`src/rtl/w_row_packer_if.sv`:
```
// rtl/w_row_packer_if.sv - beat stream in / packed row out handshake bundle for w_row_packer.
interface w_row_packer_if #(
   parameter int WIDTH = 16,
   parameter int COL   = 64,
   parameter int LANES = 4
);
   logic                    s_valid;
   logic [WIDTH*LANES-1:0]  s_data;
   logic                    s_last;
   logic                    s_ready;
   logic [WIDTH*COL-1:0]    out_row;
   logic                    out_valid;
   logic                    out_ready;

   modport master (
      output s_valid, s_data, s_last, out_ready,
      input  s_ready, out_row, out_valid
   );

   modport slave (
      input  s_valid, s_data, s_last, out_ready,
      output s_ready, out_row, out_valid
   );
endinterface

```
`src/rtl/w_row_packer.sv`:
```
// rtl/w_row_packer.sv - packs LANES-wide beats into COL-wide weight rows, ROW rows per matrix.
// Optional s_last checking enabled by defining W_ROW_PACKER_ERR_EN.
module w_row_packer #(
   parameter int WIDTH = 16,
   parameter int COL   = 64,
   parameter int ROW   = 256,
   parameter int LANES = 4
) (
   input  logic            clk,
   input  logic            rst,
   input  logic            start,
   output logic            done,
   output logic            err,
   w_row_packer_if.slave   bus
);
   localparam int BPR    = COL / LANES;
   localparam int BW     = (BPR > 1) ? $clog2(BPR) : 1;
   localparam int RW     = $clog2(ROW + 1);
   localparam int BEAT_W = WIDTH * LANES;
   localparam int ROW_W  = WIDTH * COL;
   localparam logic [BW-1:0] LAST_BEAT = BW'(BPR - 1);
   localparam logic [RW-1:0] LAST_ROW  = RW'(ROW - 1);

   typedef enum logic [1:0] {IDLE, PACK, DRAIN, DONE} state_t;

   state_t            state;
   state_t            state_nxt;
   logic [BW-1:0]     beat_cnt;
   logic [RW-1:0]     rows_in;
   logic [RW-1:0]     rows_out;
   logic [ROW_W-1:0]  asm_q;
   logic [ROW_W-1:0]  asm_nxt;
   logic [ROW_W-1:0]  row_q;
   logic              row_vld;
   logic              ready;
   logic              last_beat;
   logic              accept;
   logic              load;
   logic              xfer;
   logic              enter_pack;

   assign last_beat = (beat_cnt == LAST_BEAT);
   // The final beat must be held off only when the output slot is occupied and not draining.
   assign ready     = (state == PACK) && !(last_beat && row_vld && !bus.out_ready);
   assign accept    = bus.s_valid && ready;
   assign load      = accept && last_beat;
   assign xfer      = row_vld && bus.out_ready;

   assign bus.s_ready   = ready;
   assign bus.out_row   = row_q;
   assign bus.out_valid = row_vld;

   always_ff @(posedge clk) begin
      if (rst) begin
         state <= IDLE;
      end else begin
         state <= state_nxt;
      end
   end

   always_comb begin
      state_nxt  = state;
      done       = 1'b0;
      enter_pack = 1'b0;
      case (state)
         IDLE: begin
            if (start) begin
               state_nxt  = PACK;
               enter_pack = 1'b1;
            end
         end
         PACK: begin
            if (load && rows_in == LAST_ROW) begin
               state_nxt = DRAIN;
            end
         end
         DRAIN: begin
            if (xfer && rows_out == LAST_ROW) begin
               state_nxt = DONE;
            end
         end
         DONE: begin
            done = 1'b1;
            if (start) begin
               state_nxt  = PACK;
               enter_pack = 1'b1;
            end
         end
         default: state_nxt = IDLE;
      endcase
   end

   // Lanes are MSB-first and columns are MSB-first, so a beat lands as one contiguous slice.
   always_comb begin
      asm_nxt = asm_q;
      for (int b = 0; b < BPR; b++) begin
         if (beat_cnt == BW'(b)) begin
            asm_nxt[ROW_W-1-b*BEAT_W -: BEAT_W] = bus.s_data;
         end
      end
   end

   always_ff @(posedge clk) begin
      if (rst) begin
         beat_cnt <= '0;
         rows_in  <= '0;
         rows_out <= '0;
         asm_q    <= '0;
         row_q    <= '0;
         row_vld  <= 1'b0;
      end else if (enter_pack) begin
         beat_cnt <= '0;
         rows_in  <= '0;
         rows_out <= '0;
      end else begin
         if (accept) begin
            asm_q    <= asm_nxt;
            beat_cnt <= last_beat ? '0 : beat_cnt + 1'b1;
         end
         if (load) begin
            row_q   <= asm_nxt;
            rows_in <= rows_in + 1'b1;
         end
         if (load) begin
            row_vld <= 1'b1;
         end else if (xfer) begin
            row_vld <= 1'b0;
         end
         if (xfer) begin
            rows_out <= rows_out + 1'b1;
         end
      end
   end

`ifdef W_ROW_PACKER_ERR_EN
   logic err_q;

   always_ff @(posedge clk) begin
      if (rst || enter_pack) begin
         err_q <= 1'b0;
      end else if (accept && (bus.s_last != last_beat)) begin
         err_q <= 1'b1;
      end
   end

   assign err = err_q;
`else
   logic unused_s_last;

   assign unused_s_last = bus.s_last;
   assign err           = 1'b0;
`endif
endmodule

```
`src/flat_wrapper.sv`:
```
// flat-port wrapper written by rule: the top's interface ports become plain ports
module w_row_packer_flat 
#(
   parameter int WIDTH = 16,
   parameter int COL   = 64,
   parameter int ROW   = 256,
   parameter int LANES = 4
)
  (clk, rst, start, done, err, bus_s_valid, bus_s_data, bus_s_last, bus_out_ready, bus_s_ready, bus_out_row, bus_out_valid);
  w_row_packer_if #(.WIDTH(WIDTH), .COL(COL), .LANES(LANES)) bus_i ();
  input  logic clk;
  input  logic rst;
  input  logic start;
  output logic done;
  output logic err;
  input wire logic [$bits(bus_i.s_valid)-1:0] bus_s_valid;
  input wire logic [$bits(bus_i.s_data)-1:0] bus_s_data;
  input wire logic [$bits(bus_i.s_last)-1:0] bus_s_last;
  input wire logic [$bits(bus_i.out_ready)-1:0] bus_out_ready;
  output wire logic [$bits(bus_i.s_ready)-1:0] bus_s_ready;
  output wire logic [$bits(bus_i.out_row)-1:0] bus_out_row;
  output wire logic [$bits(bus_i.out_valid)-1:0] bus_out_valid;
  assign bus_i.s_valid = bus_s_valid;
  assign bus_i.s_data = bus_s_data;
  assign bus_i.s_last = bus_s_last;
  assign bus_i.out_ready = bus_out_ready;
  assign bus_s_ready = bus_i.s_ready;
  assign bus_out_row = bus_i.out_row;
  assign bus_out_valid = bus_i.out_valid;
  w_row_packer #(.WIDTH(WIDTH), .COL(COL), .ROW(ROW), .LANES(LANES)) u_core (.clk(clk), .rst(rst), .start(start), .done(done), .err(err), .bus(bus_i));
endmodule
```
`config.mk`:
```
export PLATFORM = sky130hd
export DESIGN_NAME = w_row_packer_flat
export DESIGN_NICKNAME = d
export VERILOG_FILES = /design/src/rtl/w_row_packer_if.sv /design/src/rtl/w_row_packer.sv /design/src/flat_wrapper.sv
export SDC_FILE = /design/constraint.sdc
export NUM_CORES = 2
export LEC_CHECK = 0
export BUFFER_PORTS_ARGS = -buffer_cell sky130_fd_sc_hd__buf_2
export CAP_MARGIN = 20
export CORE_ASPECT_RATIO = 2
export CORE_UTILIZATION = 40
export DETAILED_ROUTE_END_ITERATION = 7
export GPL_ROUTABILITY_DRIVEN = 0
export PLACE_DENSITY_LB_ADDON = 0.2
export SLEW_MARGIN = 10
export SYNTH_ARGS = -nofsm -noshare
export SYNTH_HDL_FRONTEND = slang
export SYNTH_SLANG_ARGS = --single-unit
export TNS_END_PERCENT = 30
```
`constraint.sdc`:
```
create_clock -name clk -period 3.3 [get_ports clk]
set_clock_uncertainty 0.15 [all_clocks]
set_input_delay 0.66 -clock clk [delete_from_list [all_inputs] [get_ports clk]]
set_output_delay 0.66 -clock clk [all_outputs]
set_load 0.01 [all_outputs]
```
# Yosys cells after proc, flatten, opt, wreduce, memory -nomap -nowiden

Index checks and enable logic that the tools add are counted.

Add/sub/neg operators: 3
Eq/ne operators: 23
Multiplexer cells: 26
Bitwise operators: 1
Reduce and logical (&&, ||, !) cells: 19

Operators with widths:

| operator                                                              | number |
|---|---|
| 64-bit two-way mux                                                    | 16 |
| 4-bit equality test, second input constant                            | 8 |
| 9-bit by 1-bit adder with 9-bit output, second input constant         | 2 |
| 9-bit by 8-bit equality test with 1-bit output, second input constant | 2 |
| 4-bit by 3-bit equality test with 1-bit output, second input constant | 4 |
| 4-bit by 2-bit equality test with 1-bit output, second input constant | 2 |
| 1-bit logical AND                                                     | 8 |
| 2-bit two-way mux                                                     | 3 |
| 2-bit case mux with 3 select lines                                    | 1 |
| 2-bit AND reduction                                                   | 3 |
| 1-bit two-way mux                                                     | 5 |
| 4-bit by 1-bit adder with 4-bit output, second input constant         | 1 |
| 2-bit equality test, second input constant                            | 2 |
| 4-bit by 1-bit equality test with 1-bit output, second input constant | 1 |
| 4-bit zero test                                                       | 1 |
| 4-bit two-way mux                                                     | 1 |
| 2-bit by 1-bit != test with 1-bit output, second input constant       | 2 |
| 2-bit OR reduction                                                    | 2 |
| 3-bit AND reduction                                                   | 1 |
| 2-bit by 1-bit equality test with 1-bit output, second input constant | 1 |
| 1-bit zero test                                                       | 2 |
| 2-bit zero test                                                       | 1 |
| 2-bit != test, second input constant                                  | 1 |
| 2-bit nonzero test                                                    | 1 |
| 1-bit NOT                                                             | 1 |

Register bits: 2073
Input port bits: 70
Word-level logic and storage cells: 79

# Depth between registers and ports, before layout

Word-level depth: 10
Depth in mapped cells: 10
Depth with buffers taken out: 8

# Worst setup path after synthesis

No wires, ideal clock.

Path kind: register to register
From: reg u_core.state[0]
To: reg u_core.asm_q[518]
Setup time: 0.071 ns
Data arrival time: 2.228 ns
Data required time: 3.079 ns
Slack: 0.850 ns
Stages on the path, launching flop included: 10
Buffers on the path: 3
Period minus slack after synthesis: 2.450 ns
Cell sequence: dfxtp_1 -> inv_1 -> ha_1 -> and2_1 -> buf_2 -> buf_6 -> a2111oi_4 -> buf_6 -> nand2_1 -> a21oi_2

Longest elaborated chain between the ends: 5
Elaborated cells between the ends (all ways): 9
Classes of those cells: eq/ne: 2; mux: 1; bitwise: 1; reduce/logical: 5

RTL lines:

| element                                                | RTL line            | RTL |
|---|---|---|
| from (decl)                                            | w_row_packer.sv:26  | `state_t state;` |
| from (signal assigned)                                 | w_row_packer.sv:57  | `state <= state_nxt;` |
| 2-bit equality test or 2-bit zero test (tied branches) | w_row_packer.sv:65  | `case (state)` |
| 2-bit OR reduction (no source line)                    | -                   |  |
| 1-bit two-way mux                                      | -                   |  |
| 1-bit NOT (no source line)                             | -                   |  |
| 2-bit AND reduction (no source line) (*)               | -                   |  |
| to (signal assigned)                                   | w_row_packer.sv:117 | `asm_q <= asm_nxt;` |
| to (decl)                                              | w_row_packer.sv:31  | `logic [ROW_W-1:0] asm_q;` |

Every way passes the cells marked *; elsewhere a longest branch is shown, timed or not.
A chain may end at the register's enable or synchronous reset.

# Worst setup path in the final report

From: reg u_core.beat_cnt[3]
To: out bus_s_ready

Longest elaborated chain between the ends: 5

RTL lines:

| element                         | RTL line            | RTL |
|---|---|---|
| from (decl)                     | w_row_packer.sv:28  | `logic [BW-1:0] beat_cnt;` |
| from (signal assigned)          | w_row_packer.sv:118 | `beat_cnt <= last_beat ? '0 : beat_cnt + 1'b1;` |
| 4-bit equality test             | w_row_packer.sv:42  | `assign last_beat = (beat_cnt == LAST_BEAT);` |
| 1-bit logical AND (2 in series) | w_row_packer.sv:44  | `assign ready = (state == PACK) && !(last_beat && row_vld && !bus.out_ready);` |
| 1-bit zero test                 | w_row_packer.sv:44  |  |
| 1-bit logical AND               | w_row_packer.sv:44  |  |
| to (decl)                       | flat_wrapper.sv:20  | `output wire logic [$bits(bus_i.s_ready)-1:0] bus_s_ready;` |

Every way passes these cells.

==> flow_summary.toml <==
[run_status]
status = "finished, final reports clean"

[power]
cellInternalPower_mw = 37.3
seqPwrFrac_pct = 49.6
powerDensity_nw_per_um2 = 523
p_leak_nw = 37.7
switching_power_mw = 12.0
clockPowerShare_pct = 44.1
swShare_pct = 24.3
ir_drop_mv = 0.579
combPwrFrac_pct = 6.2

[layout]
final_area_sq_um = 94200
area_delta_synth_final_pct = 17.3
drive_gt1_share_pct = 19.9
finalNetCount = 9789

[synthesis]
synth_nets = 9185
synth_cell_types = 48
async_flop_share_pct = 0
seq_area_frac_synth_pct = 50.1
syn_area_sq_um = 80200
ys.flop_type = "dfxtp_1"
synth_cells = 9104
syn_avg_cell_area_sq_um = 8.81
ys_seq_elements = 2009
synth-edff-count = 0
yosysWarnings = 0

[timing]
setup-violations-final = 0
timing.fmax_ghz = 0.315
worstMarginPinSlew_ns = 1.11
period_needed_ns = 3.17
finalMaxSlewViolations = 0
setup_tns_ns = 0
finalCritPeriodShare_pct = 96.2
grt_setup_unrepaired = "false"
slew_headroom_pct = 25.8
hold_viol_final = 0

[setup_path]
r2r_end = "u_core.bus.out_row[842]$_SDFFE_PP0P_"
cp-endpoint = "bus_s_ready"
cp-end-kind = "output pin"
arrival_ns = 2.36
worst_ep_required_time_ns = 2.49
cp_max_fo = 14
worstSetupStartpointType = "register"
cp_cell_sequence = "and3_4 -> a21boi_4 -> buf_4 -> buf_2"
reg2reg_depth = 9
reg2reg_setup_slack_ns = 0.39
path_class = "reg2out"
max_stage_delay_ns = 0.67
critPathLaunch = "u_core.beat_cnt[3]$_SDFFE_PP0P_"
r2r-start = "u_core.state[0]$_SDFFE_PP0P_"
cp_slowest_cell = "dfxtp_1"

[floorplan]
initial_core_util_pct = 40.2
core_sq_um = 199000
pin_count = 1098
row_count = 232
die_w_um = 319
die_h_um = 635
dieArea_sq_um = 203000

[run]
drv_cap = 0

[global_route]
grt_pass1_wl_mm = 430
grt_max_degree = 133
grt_overflow = 0
grt.total_usage_pct = 28.1
grt_pass1_vias = 64100
antenna_found_initial = 5

[place]
port_buffers = 1095
placed_area_sq_um = 88100
place_hpwl_mm = 188

[clocking]
ctsRootBufferMaster = "clkbuf_16"
cts_hold_buf = 0
cts_tree = "built"
numClockSinks = 2009
path_clk_slew_ns = 0.07
cts_buffers = 186
htreeDepth = 4
clk_latency_ns = 0.84
clk_path_buf_depth = 4

[drt]
drt_pre_antenna_iters = 5
routed_wl_mm = 295
wl_per_cell_um = 23.8
drc = 0
post_drt_via_cell_ratio = 5.44
num_vias = 67500
ant_nets = 0
drtIter0Drc = 4641

[worst_hold_path]
hold_class = "in2reg"
sequential cells by signal, summed over array words and instances (netlist names):
signal and count:
u_core.beat_cnt 4, u_core.rows_in 9, u_core.rows_out 9, u_core.state 2, u_core.asm_q 960, u_core.bus.out_row 1024
u_core.bus.out_valid 1
layout by cell type (no fill, tap or decap), drive strengths merged, types with 16 or more instances in the layout:
cell	n
buf	1382
clkbuf	264
nand2	2063
a21oi	1033
dfxtp	2009
a211oi	962
mux2i	963
nor2	983
inv	16
clkinv	39
worst max-delay path: cells and delay by family, from the launching register on:
kind | cells | cell delay, ns
DFF | 1 | 0.67
and+or+nand+nor | 1 | 0.47
buffers and inverters | 2 | 0.28
AOI/OAI and AO/OA | 1 | 0.13
routing by layer:
metal	wire length (um)	vias up	part of all wire, %	global-route usage [%]
li1	-	32200	-	-
met1	120000	32600	41	33.8
met2	139000	2206	47	47.2
met3	22100	502	7.5	6.72
met4	13600	2	4.6	12.3
met5	13	-	0.0044	0
kinds of logic (layout without fill, tap and decap cells):
| group | count (synthesis) | in the layout | share of synthesized area (%) |
|---|---|---|---|
| mux | 965 | 965 | 12.0 |
| fa+ha+maj | 11 | 11 | 0.172 |
| buf+inv | 975 | 1715 | 5.53 |
| xor+xnor | 9 | 9 | 0.0982 |
| simple gates | 3098 | 3099 | 14.7 |
| flops | 2009 | 2009 | 50.1 |
| other cells | 1 | 3 | 0.00467 |
| compound gates | 2036 | 2036 | 17.3 |
power groups by stage:
stage | clock network [mW] | registers [mW] | logic (mW)
floorplan | 0 | 25.0 | 1.81
global placement | 0 | 25.0 | 3.03
detailed placement | 0 | 25.0 | 3.06
CTS | 22.2 | 24.5 | 3.08
global route | 23.1 | 24.5 | 3.22
finish | 21.8 | 24.5 | 3.07
synthesized netlist by cell type, types with 2 or more instances:
library cell | count | area [sq um]
mux2_2 | 2 | 22.5
buf_2 | 433 | 2170
nor3_1 | 5 | 25.0
a211oi_1 | 962 | 7220
nor2_1 | 983 | 3690
nand4_1 | 10 | 62.6
nor3b_2 | 3 | 37.5
o2111a_1 | 4 | 45.0
and2_1 | 4 | 25.0
mux2i_1 | 963 | 9640
nor2b_1 | 2 | 12.5
buf_1 | 24 | 90.1
clkbuf_1 | 475 | 1780
a21oi_1 | 793 | 3970
a21oi_2 | 240 | 2100
buf_4 | 7 | 52.6
buf_6 | 27 | 304
ha_1 | 11 | 138
o2111ai_2 | 4 | 60.1
nand3b_1 | 8 | 60.1
inv_1 | 8 | 30.0
nand2_1 | 2062 | 7740
xor2_1 | 4 | 35.0
a2111oi_4 | 11 | 303
a2111o_1 | 11 | 124
o21ai_0 | 2 | 10.0
dfxtp_1 | 2009 | 40200
xnor2_1 | 5 | 43.8
nand2b_1 | 3 | 18.8
and3_1 | 2 | 12.5
nand3_1 | 9 | 45.0
a21boi_0 | 2 | 15.0
worst min path at each step:
| stage | cells past startpoint | startpoint | to | slack (ns) |
|---|---|---|---|---|
| after global placement | 2 | u_core.bus.out_row[13]$_SDFFE_PP0P_ | u_core.bus.out_row[13]$_SDFFE_PP0P_ | 0.29 |
| after CTS | 4 | bus_out_ready | u_core.bus.out_valid$_SDFFE_PP0P_ | 0.01 |
| final | 4 | bus_out_ready | u_core.bus.out_valid$_SDFFE_PP0P_ | 0.09 |
| after floorplan | 2 | u_core.asm_q[1023]$_SDFFE_PP0P_ | u_core.asm_q[1023]$_SDFFE_PP0P_ | 0.28 |
| after global routing | 3 | bus_s_data[9] | u_core.asm_q[73]$_SDFFE_PP0P_ | 0.06 |
| after detailed placement | 2 | u_core.bus.out_row[31]$_SDFFE_PP0P_ | u_core.bus.out_row[31]$_SDFFE_PP0P_ | 0.29 |
area by class of cell:
type | count | area [sq um]
Sequential cell | 2009 | 40200
Inverter | 8 | 30.0
Timing Repair Buffer | 1382 | 8930
Fill cell | 19100 | 105000
Antenna cell | 2 | 5.00
Multi-Input combinational cell | 6121 | 35800
Tap cell | 2574 | 3220
Clock buffer | 264 | 5350
Clock inverter | 61 | 644
stage by stage:
stage	util [%]	setup slack, ns	std cells	power [mW]	hold slack, ns
global placement	44.2	0.273	12100	28.0	0.291
global route	47.2	0.000576	12400	50.8	0.0561
CTS	47.2	0.0468	12400	49.7	0.0143
floorplan	-	0.850	9104	26.8	0.284
finish	47.2	0.127	12400	49.3	0.0859
detailed placement	44.2	0.282	12100	28.1	0.294
what timing repair did:
| action | in CTS | in global routing |
|---|---|---|
| gates resized for setup | 4 | 0 |
| hold endpoints to repair | 0 | 0 |
| setup buffers | 0 | 0 |
| endpoints found under the setup margin | 1 | 0 |
No activity file was read; power rests on OpenSTA's default activity.
